<file path="src/rtl/lsu_pipe.sv">
// lsu_pipe: in-order load/store unit turning RV loads/stores into aligned word requests
// with byte strobes. Define LSU_MISALIGN_TRAP_EN to trap misaligned or illegal accesses.
module lsu_pipe #(
    parameter int unsigned XLEN            = 32,
    parameter int unsigned MAX_OUTSTANDING = 4
) (
    input  logic                clk,
    input  logic                rst_n,
    input  logic                op_valid,
    output logic                op_ready,
    input  logic                op_store,
    input  logic [2:0]          op_funct3,
    input  logic [XLEN-1:0]     op_addr,
    input  logic [XLEN-1:0]     op_wdata,
    input  logic [4:0]          op_rd,
    output logic                mem_req_valid,
    input  logic                mem_req_ready,
    output logic                mem_req_we,
    output logic [XLEN-1:0]     mem_req_addr,
    output logic [XLEN-1:0]     mem_req_wdata,
    output logic [XLEN/8-1:0]   mem_req_be,
    input  logic                mem_rsp_valid,
    input  logic [XLEN-1:0]     mem_rsp_rdata,
    output logic                wb_valid,
    output logic [4:0]          wb_rd,
    output logic [XLEN-1:0]     wb_data,
    output logic                trap_valid,
    output logic [XLEN-1:0]     trap_addr,
    output logic                idle
);
    localparam int unsigned BEW  = XLEN / 8;
    localparam int unsigned OFFW = $clog2(BEW);
    localparam int unsigned PTRW = (MAX_OUTSTANDING > 1) ? $clog2(MAX_OUTSTANDING) : 1;
    localparam int unsigned CNTW = PTRW + 1;

    typedef struct packed {
        logic            store;
        logic            uns;
        logic [1:0]      size;
        logic [OFFW-1:0] off;
        logic [4:0]      rd;
    } tag_t;

    logic                ready_en_q;
    logic                req_valid_q, req_we_q;
    logic [XLEN-1:0]     req_addr_q, req_wdata_q;
    logic [BEW-1:0]      req_be_q;
    tag_t                fifo_q [MAX_OUTSTANDING];
    logic [PTRW-1:0]     wr_ptr_q, rd_ptr_q;
    logic [CNTW-1:0]     count_q;
    logic                wb_valid_q, trap_valid_q;
    logic [4:0]          wb_rd_q;
    logic [XLEN-1:0]     wb_data_q, trap_addr_q;

    logic                illegal_c, trap_c, accept_c, push_c, pop_c, msb_c;
    logic [1:0]          size_c;
    logic [OFFW-1:0]     off_c, off_mask_c, off_al_c;
    logic [BEW-1:0]      be_c;
    tag_t                new_tag_c, head_c;
    logic [XLEN-1:0]     shifted_c, fmask_c, ld_c;

    function automatic logic [PTRW-1:0] ptr_inc(input logic [PTRW-1:0] p);
        return (p == PTRW'(MAX_OUTSTANDING - 1)) ? '0 : p + PTRW'(1);
    endfunction

    // Operation decode: access size, aligned offset, strobes and trap condition
    always_comb begin
        illegal_c  = (op_funct3[1:0] == 2'd3 && (XLEN == 32 || op_funct3[2]))
                   || (op_store && op_funct3[2]);
        size_c     = illegal_c ? 2'd2 : op_funct3[1:0];
        off_c      = op_addr[OFFW-1:0];
        off_mask_c = OFFW'((32'd1 << size_c) - 32'd1);
        off_al_c   = off_c & ~off_mask_c;
        case (size_c)
            2'd0:    be_c = BEW'(4'h1);
            2'd1:    be_c = BEW'(4'h3);
            2'd2:    be_c = BEW'(4'hF);
            default: be_c = '1;
        endcase
        be_c = be_c << off_al_c;
`ifdef LSU_MISALIGN_TRAP_EN
        trap_c = illegal_c || ((off_c & off_mask_c) != '0);
`else
        trap_c = 1'b0;
`endif
        new_tag_c = '{store: op_store, uns: op_funct3[2], size: size_c, off: off_al_c, rd: op_rd};
    end

    assign op_ready = ready_en_q && (!req_valid_q || mem_req_ready)
                    && (count_q < CNTW'(MAX_OUTSTANDING));
    assign accept_c = op_valid && op_ready;
    assign push_c   = accept_c && !trap_c;
    assign pop_c    = mem_rsp_valid && (count_q != '0);
    assign head_c   = fifo_q[rd_ptr_q];

    // Load extraction: shift field down, then sign- or zero-fill above it
    always_comb begin
        shifted_c = mem_rsp_rdata >> {head_c.off, 3'b000};
        case (head_c.size)
            2'd0:    begin fmask_c = XLEN'(8'hFF);         msb_c = shifted_c[7];      end
            2'd1:    begin fmask_c = XLEN'(16'hFFFF);      msb_c = shifted_c[15];     end
            2'd2:    begin fmask_c = XLEN'(32'hFFFF_FFFF); msb_c = shifted_c[31];     end
            default: begin fmask_c = '1;                   msb_c = shifted_c[XLEN-1]; end
        endcase
        ld_c = (shifted_c & fmask_c) | ((!head_c.uns && msb_c) ? ~fmask_c : '0);
    end

    always_ff @(posedge clk or negedge rst_n) begin
        if (!rst_n) begin
            ready_en_q   <= 1'b0;
            req_valid_q  <= 1'b0;
            req_we_q     <= 1'b0;
            req_addr_q   <= '0;
            req_wdata_q  <= '0;
            req_be_q     <= '0;
            wr_ptr_q     <= '0;
            rd_ptr_q     <= '0;
            count_q      <= '0;
            wb_valid_q   <= 1'b0;
            wb_rd_q      <= '0;
            wb_data_q    <= '0;
            trap_valid_q <= 1'b0;
            trap_addr_q  <= '0;
            for (int i = 0; i < int'(MAX_OUTSTANDING); i++) fifo_q[i] <= '0;
        end else begin
            ready_en_q <= 1'b1;
            if (push_c) begin
                req_valid_q      <= 1'b1;
                req_we_q         <= op_store;
                req_addr_q       <= {op_addr[XLEN-1:OFFW], OFFW'(0)};
                req_wdata_q      <= op_wdata << {off_al_c, 3'b000};
                req_be_q         <= be_c;
                fifo_q[wr_ptr_q] <= new_tag_c;
                wr_ptr_q         <= ptr_inc(wr_ptr_q);
            end else if (mem_req_ready) begin
                req_valid_q <= 1'b0;
            end
            if (pop_c) rd_ptr_q <= ptr_inc(rd_ptr_q);
            if (push_c && !pop_c)      count_q <= count_q + CNTW'(1);
            else if (!push_c && pop_c) count_q <= count_q - CNTW'(1);
            wb_valid_q <= pop_c && !head_c.store;
            if (pop_c && !head_c.store) begin
                wb_rd_q   <= head_c.rd;
                wb_data_q <= ld_c;
            end
            trap_valid_q <= accept_c && trap_c;
            if (accept_c && trap_c) trap_addr_q <= op_addr;
        end
    end

    assign mem_req_valid = req_valid_q;
    assign mem_req_we    = req_we_q;
    assign mem_req_addr  = req_addr_q;
    assign mem_req_wdata = req_wdata_q;
    assign mem_req_be    = req_be_q;
    assign wb_valid      = wb_valid_q;
    assign wb_rd         = wb_rd_q;
    assign wb_data       = wb_data_q;
    assign trap_valid    = trap_valid_q;
    assign trap_addr     = trap_addr_q;
    assign idle          = !req_valid_q && (count_q == '0);
endmodule

</file>
<file path="config.mk">
export PLATFORM = sky130hd
export DESIGN_NAME = lsu_pipe
export DESIGN_NICKNAME = d
export VERILOG_FILES = /design/src/rtl/lsu_pipe.sv
export SDC_FILE = /design/constraint.sdc
export NUM_CORES = 1
export LEC_CHECK = 0
export CORE_ASPECT_RATIO = 0.6
export CORE_MARGIN = 8
export CORE_UTILIZATION = 46
export CTS_BUF_LIST = sky130_fd_sc_hd__clkbuf_8 sky130_fd_sc_hd__clkbuf_16
export CTS_CLUSTER_DIAMETER = 50
export DETAILED_ROUTE_END_ITERATION = 10
export PLACE_DENSITY = 0.83
export SETUP_SLACK_MARGIN = 0.3
export SLEW_MARGIN = 20
export SYNTH_ARGS = -nofsm -noshare
export SYNTH_HDL_FRONTEND = slang
export SYNTH_SLANG_ARGS = --single-unit
</file>
<file path="constraint.sdc">
create_clock -name clk -period 3.16 [get_ports clk]
set_input_delay 0.632 -clock clk [delete_from_list [all_inputs] [get_ports clk]]
set_output_delay 0.632 -clock clk [all_outputs]
set_load 0.02 [all_outputs]
</file>
==> run metrics, run 1 <==
total CTS buffers=17; DRC viols=0; gp weighted congestion=0.801; latest clock arrival within the worst-skew pair=0.41 ns; reg2reg end=wb_data[12]; vias in the first global route=5926; pwr dens=1010 nW/um^2; peak supply drop=0.476 mV; Post-DP Area=9730 um^2; final setup TNS=0 ns; cells on worst reg2reg path=6; Routed WL per cell=19.0 um; Resized cells post-CTS=0; Final Critical Period=2.65 ns; via count=5617; H-tree levels=4; WL final=20800 um; final setup margin=0.514 ns; Post-Syn Area=7420 um^2; die width=180 um; area grow syn2layout=38.5%; final setup vio count=0; Pwr Total=0.0104 W; Most common cell on crit path=clkdlybuf4s50_1; reg2reg setup slack=0.55 ns; share of cells above drive strength 1=14.2%; RSZ-0062 raised after global routing=false; Clock transition at path regs=0.07 ns; cts hold-fix bufs=0; Worst Tran Pin Value=0.632 ns; initial antenna violation count=0; headroom to the max-slew limit=57.9%; crit share post-route=83.7%; core area=16000 um^2; hpwl dp=15600 um; crit path cell chain=clkdlybuf4s50_1 > nand2b_1 > and3b_1 > clkdlybuf4s50_1; yosys warns=0; fmax=378 MHz; Top FF cell, synth=dfrtp_1; Final nets=990; most common cell after layout, fill and taps aside=clkdlybuf4s50_1; 1st-iter DRT viols=456; Largest stage delay, worst path=0.63 ns; Post-Syn Instances=655; Hold Path Class=in2async; Worst Path Class, Setup=in2out; CP Max Fanout=2; Buffers on Ports=217; number of distinct library cells after synthesis=49; max-slew violation count=0; EDFF count, synth=0; CTS tree=done; Die Span Y=114 um; worst path arrival time=2.01 ns; FFs w/ async S/R, synth=100%; slowest CP cell=clkdlybuf4s50_1; Hold Violations, Final=0; Crit path required time=2.53 ns; Antenna Nets Post-Route=0; max_cap viols=0; CTS root buf=clkbuf_16; # rows=36; GRT Total Usage=20.2%; Initial Util=46.4%; Seq/Total Area, Yosys=53.3%; crit end category=primary output; GRT Residual Overflow=0; reg-to-reg critical path startpoint=rd_ptr_q[0]; Synth top area share=53.3%; fin area=10300 um^2; Place WS=0.160 ns; dpl cells=1063; mean post-synth cell area=11.3 um^2; CTS Sinks=158; leakage power=4.68 nW; largest net degree at the start of global routing=65; final std cells w/o fill=1095; die area=20600 um^2; post-synthesis register bit count=158; Bufs on Longest Clock Path=2; routed vias/inst=5.13; global-route wire length before repair=33300 um; most frequent cells in the layout=clkdlybuf4s50_1, dfrtp_1, nand2_1, mux2_2, mux2i_1; Fin Clk Skew=0.0129 ns; antenna cells=0; drt first pass iters=5; startpoint types=primary input; setup bufs post-CTS=0; cell accounting for the most synthesized area=dfrtp_1; I/O pin cnt=253; Area contributors post-synth=dfrtp_1, mux2_2, nand2_1; status=finished, final reports clean
power breakdown:
group	switching [W]	total, W	internal (W)
Combinational	0.00250	0.00491	0.00241
Clock	0.000894	0.00195	0.00106
Sequential	0.000589	0.00356	0.00298
Total	0.00398	0.0104	0.00644
layer usage:
layer	global-route usage, %	wire length (um)	part of all wire (%)	up-vias
li1	-	-	-	2673
met1	28.1	9580	46	2754
met2	30.8	9500	46	185
met3	6.62	1700	8.1	5
met4	3.62	64	0.31	0
met5	0	0	0	-
logic make-up after synthesis:
logic type / share of synthesized area [%]
xor gates and xnor gates: 0.472
other: 0.101
adders and majority gates: 1.28
DFF: 53.3
and+or+nand+nor: 11.1
buffers and inverters: 6.00
muxes: 17.9
AOI/OAI and AO/OA: 9.84
registers in the layout, indices dropped and copies added (netlist names):
name and flops:
wb_data 32, mem_req_addr 30, wb_valid 1, wr_ptr_q 2, mem_req_we 1, mem_req_valid 1
mem_req_be 4, mem_req_wdata 32, fifo_q 44, ready_en_q 1, wb_rd 5, rd_ptr_q 2
count_q 3
through the flow:
stage	hold slack, ns	util (%)
after floorplan	0.336	-
after global placement	0.453	60.8
after detailed placement	0.461	60.8
after CTS	0.185	64.3
after global routing	0.198	64.3
final	0.168	64.3
cell type report:
class                      count  area, um^2
clock buffer                  18         439
inverter                       5        18.8
fill                        1232        5710
timing repair buffer         237        2340
clock inverter                14         120
tap                          209         262
multi-input combinational    454        3160
sequential                   158        3950
cells in the mapped netlist (7+ instances only):
cell type and number:
a211oi_1 7, a21oi_1 7, a221o_1 8, a221oi_1 8
a22o_1 8, a22oi_1 8, buf_1 8, buf_2 8
buf_4 37, clkbuf_1 18, dfrtp_1 158, mux2_2 56
mux2i_1 38, mux4_1 7, nand2_1 151, nor2_1 25
nor2b_1 9, o211ai_1 8, o21ai_0 27, o2bb2ai_1 8
critical path: cells and delay by family:
kind,cells,cell delay [ns]
buffers and inverters,2,1.08
and+or+nand+nor,2,0.30
worst max path at each step:
stage             startpoint                end  depth (start not counted)
4_1_cts        mem_req_ready           op_ready                          4
5_1_grt             op_store  mem_req_wdata[20]                          7
3_5_place_dp        op_store  mem_req_wdata[18]                          7
3_3_place_gp        op_store  mem_req_wdata[18]                          7
6_report       mem_req_ready           op_ready                          4
2_1_floorplan  mem_req_ready         count_q[2]                         12
No activity file was read; power rests on OpenSTA's default activity.
==> run 2: changes to the inputs <==
==> constraint.sdc (replaced) <==
create_clock -name clk -period 2.56 [get_ports clk]
set_input_delay 0.512 -clock clk [delete_from_list [all_inputs] [get_ports clk]]
set_output_delay 0.512 -clock clk [all_outputs]
set_load 0.02 [all_outputs]
==> run 2 against run 1 <==
Net effect:
- sequential share of layout area is 1.1 points lower
- register-to-register slack got worse by 0.23 ns
- utilization increased by 2.0 points
- power increased by 27%
- final cell count increased by 1.9%
- clock skew grew 0.0036 ns
- first-iteration DRC count down 8.6%
- sequential cell count did not move
- combinational power increased by 32%
- via count grew 3.4%
- wire length up 1.3%
- critical endpoint is now wb_data[4]
- largest cell class unchanged
==> run metrics, run 2 (synthesized netlist as in run 1, its figures left out) <==
status=finished, final reports clean; Final nets=1010; CTS Sinks=158; CP Max Fanout=13; fmax=446 MHz; core area=16000 um^2; final setup TNS=0 ns; hpwl dp=15400 um; cell family with most CP delay=multiplexers; Worst Path Class, Setup=reg2reg; Initial Util=46.4%; share of cells above drive strength 1=16.7%; Multi-input gate area=3230 um^2; die area=20600 um^2; Buffers on Ports=217; leakage power=4.81 nW; Die Span Y=114 um; H-tree levels=4; 1st-iter DRT viols=417; latest clock arrival within the worst-skew pair=0.41 ns; Final Critical Period=2.24 ns; largest register by flop count=fifo_q; gp weighted congestion=0.850; CTS root buf=clkbuf_16; Hold Path Class=in2async; CTS tree=done; initial antenna violation count=0; area grow syn2layout=42.8%; largest net degree at the start of global routing=61; drt first pass iters=4; pwr dens=1250 nW/um^2; die width=180 um; DRC viols=0; slowest CP cell=mux4_2; Antenna Nets Post-Route=0; Pwr Total=0.0132 W; peak supply drop=0.540 mV; max FFs per register=44; Clock transition at path regs=0.07 ns; crit share post-route=87.6%; most frequent cells in the layout=clkdlybuf4s50_1, dfrtp_1, nand2_1, mux2_2, mux2i_1; global-route wire length before repair=33000 um; Post-DP Area=9910 um^2; GRT Residual Overflow=0; max_cap viols=0; Crit path required time=2.86 ns; final setup margin=0.317 ns; Place WS=0.0960 ns; Register Area=3960 um^2; Routed WL per cell=18.9 um; # rows=36; Hold Violations, Final=0; final setup vio count=0; Bufs on Longest Clock Path=2; worst path arrival time=2.54 ns; Fin Clk Skew=0.0166 ns; startpoint types=flop; Final Core Density=66.3%; most common cell after layout, fill and taps aside=clkdlybuf4s50_1; fin area=10600 um^2; via count=5807; Buf+Inv Stages, Crit Path=2; total CTS buffers=17; headroom to the max-slew limit=57.2%; GRT Total Usage=19.9%; routed vias/inst=5.20; Largest stage delay, worst path=0.68 ns; vias in the first global route=5994; Worst Tran Pin Value=0.642 ns; crit end category=flop; RSZ-0062 raised after global routing=true; crit path cell chain=mux4_2 > buf_12 > buf_4 > a211oi_1 > a21oi_1 > mux2_2; WL final=21100 um; FILL cells=1223; I/O pin cnt=253; max-slew violation count=0
run 2: changes by cell type in the layout (fill, tap and decap cells not counted), sizes merged, moves of 2 or more:
| cell | delta |
|---|---|
| buf | +19 |
| clkinvlp | +7 |
| inv | -4 |
| clkinv | -3 |
| clkdlybuf4s50 | -2 |
| dlygate4sd2 | +2 |
run 2: worst paths after layout:
| check | slack, ns | depth (start not counted) | end | start |
|---|---|---|---|---|
| worst min register to register | 0.47 | 2 | mem_req_we | mem_req_we |
| worst min-delay path | 0.04 | 1 | mem_req_addr[10] | rst_n |
| worst max-delay path | 0.32 | 6 | wb_data[4] | rd_ptr_q[0] |
| min in group clk | 0.47 | 2 | mem_req_we | mem_req_we |
| worst max register to register | 0.32 | 6 | wb_data[4] | rd_ptr_q[0] |
| max in group asynchronous | 1.80 | 2 | rd_ptr_q[0] | rst_n |
run 2: per-stage QoR:
stage	hold WS [ns]	instances
2_1_floorplan	0.216	689
3_5_place_dp	0.462	1074
4_1_cts	0.0563	1110
6_report	0.0421	1116
5_1_grt	0.0690	1115
3_3_place_gp	0.454	1074
run 2: timing repair:
| item | 4_1_cts | 5_1_grt |
|---|---|---|
| buffers inserted | 4 | 4 |
| gates resized for setup | 8 | 7 |
| hold buffers | 0 | 0 |
| cloned | 0 | 1 |
| pin swaps | 2 | 1 |
| setup endpoints to repair | 35 | 20 |
run 2: per-layer routing:
layer	GRT usage (%)	vias up	share of wire, %
met3	7.64	14	8.3
met4	3.78	0	0.77
met2	31.1	201	45
li1	-	2716	-
met5	0	-	0
met1	26.2	2876	46
run 2: worst register-to-register path: cells and delay by family (launching register included):
kind                   cells  cell delay, ns
muxes                      2            0.95
AOI/OAI and AO/OA          2            0.37
buffers and inverters      2            0.36
DFF                        1            0.47
run 2: power by group:
| group | internal, W | switching (W) |
|---|---|---|
| Sequential | 0.00368 | 0.000660 |
| Combinational | 0.00323 | 0.00327 |
| Clock | 0.00133 | 0.00104 |
| Total | 0.00824 | 0.00497 |
run 2: cell type report:
| cell class | count | area share [%] |
|---|---|---|
| diodes | 1 | 0.0236 |
| well taps | 209 | 2.47 |
| repair buffers | 257 | 24.3 |
| clock inverters | 15 | 1.17 |
| multi-input cells | 454 | 30.5 |
| flip-flops and latches | 158 | 37.3 |
| inverters | 5 | 0.201 |
| clock buffers | 17 | 4.01 |
==> run 3: changes to the inputs <==
--- a/config.mk
+++ b/config.mk
@@ -13,6 +13,7 @@
 export DETAILED_ROUTE_END_ITERATION = 10
 export PLACE_DENSITY = 0.83
 export SETUP_SLACK_MARGIN = 0.3
+export SKIP_CTS_REPAIR_TIMING = 1
 export SLEW_MARGIN = 20
 export SYNTH_ARGS = -nofsm -noshare
 export SYNTH_HDL_FRONTEND = slang
==> run 3 against run 2 <==
Net effect:
- combinational power is 1% higher
- die area did not move
- utilization is 0.48 points higher
- largest power group unchanged
- clock-buffer cell count stayed put
- clock power about the same
==> run metrics, run 3 (synthesized netlist as in run 1, its figures left out) <==
status=finished, final reports clean; final hold slack=0.0440 ns; drt first pass iters=5; Final nets=1016; fmax=438 MHz; headroom to the max-slew limit=57.0%; startpoint types=flop; Initial Util=46.4%; Worst Tran Pin Value=0.645 ns; largest register by flop count=fifo_q; Worst Path Class, Setup=reg2reg; CTS tree=done; I/O pin cnt=253; combinational share of power=49.5%; met2 usage=31.0%; Die Span Y=114 um; CTS root buf=clkbuf_16; M1 GR Usage=26.2%; Antenna Nets Post-Route=0; vias in the first global route=5963; crit share post-route=89.2%; Fin Clk Skew=0.0163 ns; 1st-iter DRT viols=386; RSZ-0062 raised after global routing=true; GRT Residual Overflow=0; max FFs per register=44; Clock transition at path regs=0.07 ns; register share of total power=32.6%; die area=20600 um^2; hpwl dp=15400 um; global-route wire length before repair=32900 um; share of cells above drive strength 1=17.9%; internal power=0.00830 W; crit end category=flop; Post-DP Area=9910 um^2; via count=5815; latest clock arrival within the worst-skew pair=0.41 ns; Sw Share=37.5%; routed vias/inst=5.18; fin area=10700 um^2; Buffers on Ports=217; die width=180 um; Hold Path Class=in2async; max-slew violation count=0; CP Max Fanout=14; leakage power=4.88 nW; GRT Total Usage=19.9%; # rows=36; CTS Sinks=158; Final Core Density=66.8%; Clk pwr share=17.9%; Crit path required time=2.84 ns; GRT Max-Usage Layer=met2; Bufs on Longest Clock Path=2; max_cap viols=0; peak supply drop=0.538 mV; final setup vio count=0; final setup TNS=0 ns; initial antenna violation count=0; worst path arrival time=2.57 ns; core area=16000 um^2; Pwr Total=0.0133 W; switching pwr=0.00499 W; DRC viols=0; pwr dens=1240 nW/um^2; largest net degree at the start of global routing=61; most frequent cells in the layout=clkdlybuf4s50_1, dfrtp_1, nand2_1, mux2_2, buf_4; most common cell after layout, fill and taps aside=clkdlybuf4s50_1; total CTS buffers=17; met3 usage=7.64%; H-tree levels=4; WL final=21100 um; area grow syn2layout=43.8%; Routed WL per cell=18.8 um; Hold Violations, Final=0; Final Critical Period=2.28 ns; gp weighted congestion=0.850
[run 3: cell count changes in the layout (fill, tap and decap cells not counted), sizes merged]
cell,before,now
buf,40,46
dlygate4sd2,2,0
dlymetal6s2s,0,2
[run 3: worst max-delay path, stage by stage (launching register included)]
cell	delay [ns]
dfrtp_2	0.47
buf_4	0.15
mux4_2	0.59
buf_12	0.20
nand4b_1	0.11
o31ai_2	0.12
o21a_4	0.27
a221o_1	0.27
[run 3: layout make-up]
cell class,instances,area [um^2]
Antenna cell,1,2.50
Tap cell,209,262
Timing Repair Buffer,263,2620
Sequential cell,158,3960
Inverter,5,23.8
Clock buffer,17,425
Multi-Input combinational cell,454,3270
Clock inverter,15,124
Fill cell,1195,5310
[run 3: through the flow]
stage	setup slack [ns]	instances
after floorplan	0.243	689
after global placement	0.136	1074
after detailed placement	0.0960	1074
after CTS	0.0934	1106
after global routing	0.176	1121
final	0.276	1122
[run 3: power groups by stage]
stage | registers, W | logic [W] | clock network (W)
final | 0.00433 | 0.00658 | 0.00238
after global routing | 0.00450 | 0.00703 | 0.00253
after detailed placement | 0.00438 | 0.00624 | 0
after global placement | 0.00434 | 0.00612 | 0
after CTS | 0.00434 | 0.00627 | 0.00241
after floorplan | 0.00521 | 0.00270 | 0
[run 3: final timing paths]
check	startpoint	to	slack, ns	cells after the start
setup / recovery	rd_ptr_q[0]	wb_data[31]	0.28	7
hold / removal	rst_n	mem_req_addr[10]	0.04	1
setup reg to reg	rd_ptr_q[0]	wb_data[31]	0.28	7
hold reg to reg	mem_req_we	mem_req_we	0.47	2
max in group asynchronous	rst_n	fifo_q[6]	1.80	2
min in group clk	mem_req_we	mem_req_we	0.47	2
[run 3: routing by layer]
layer	wire (um)	up-vias	share of wire, %
li1	-	2725	-
met5	0	-	0
met1	9640	2874	46
met2	9620	199	46
met4	200	0	0.95
met3	1690	17	8.0
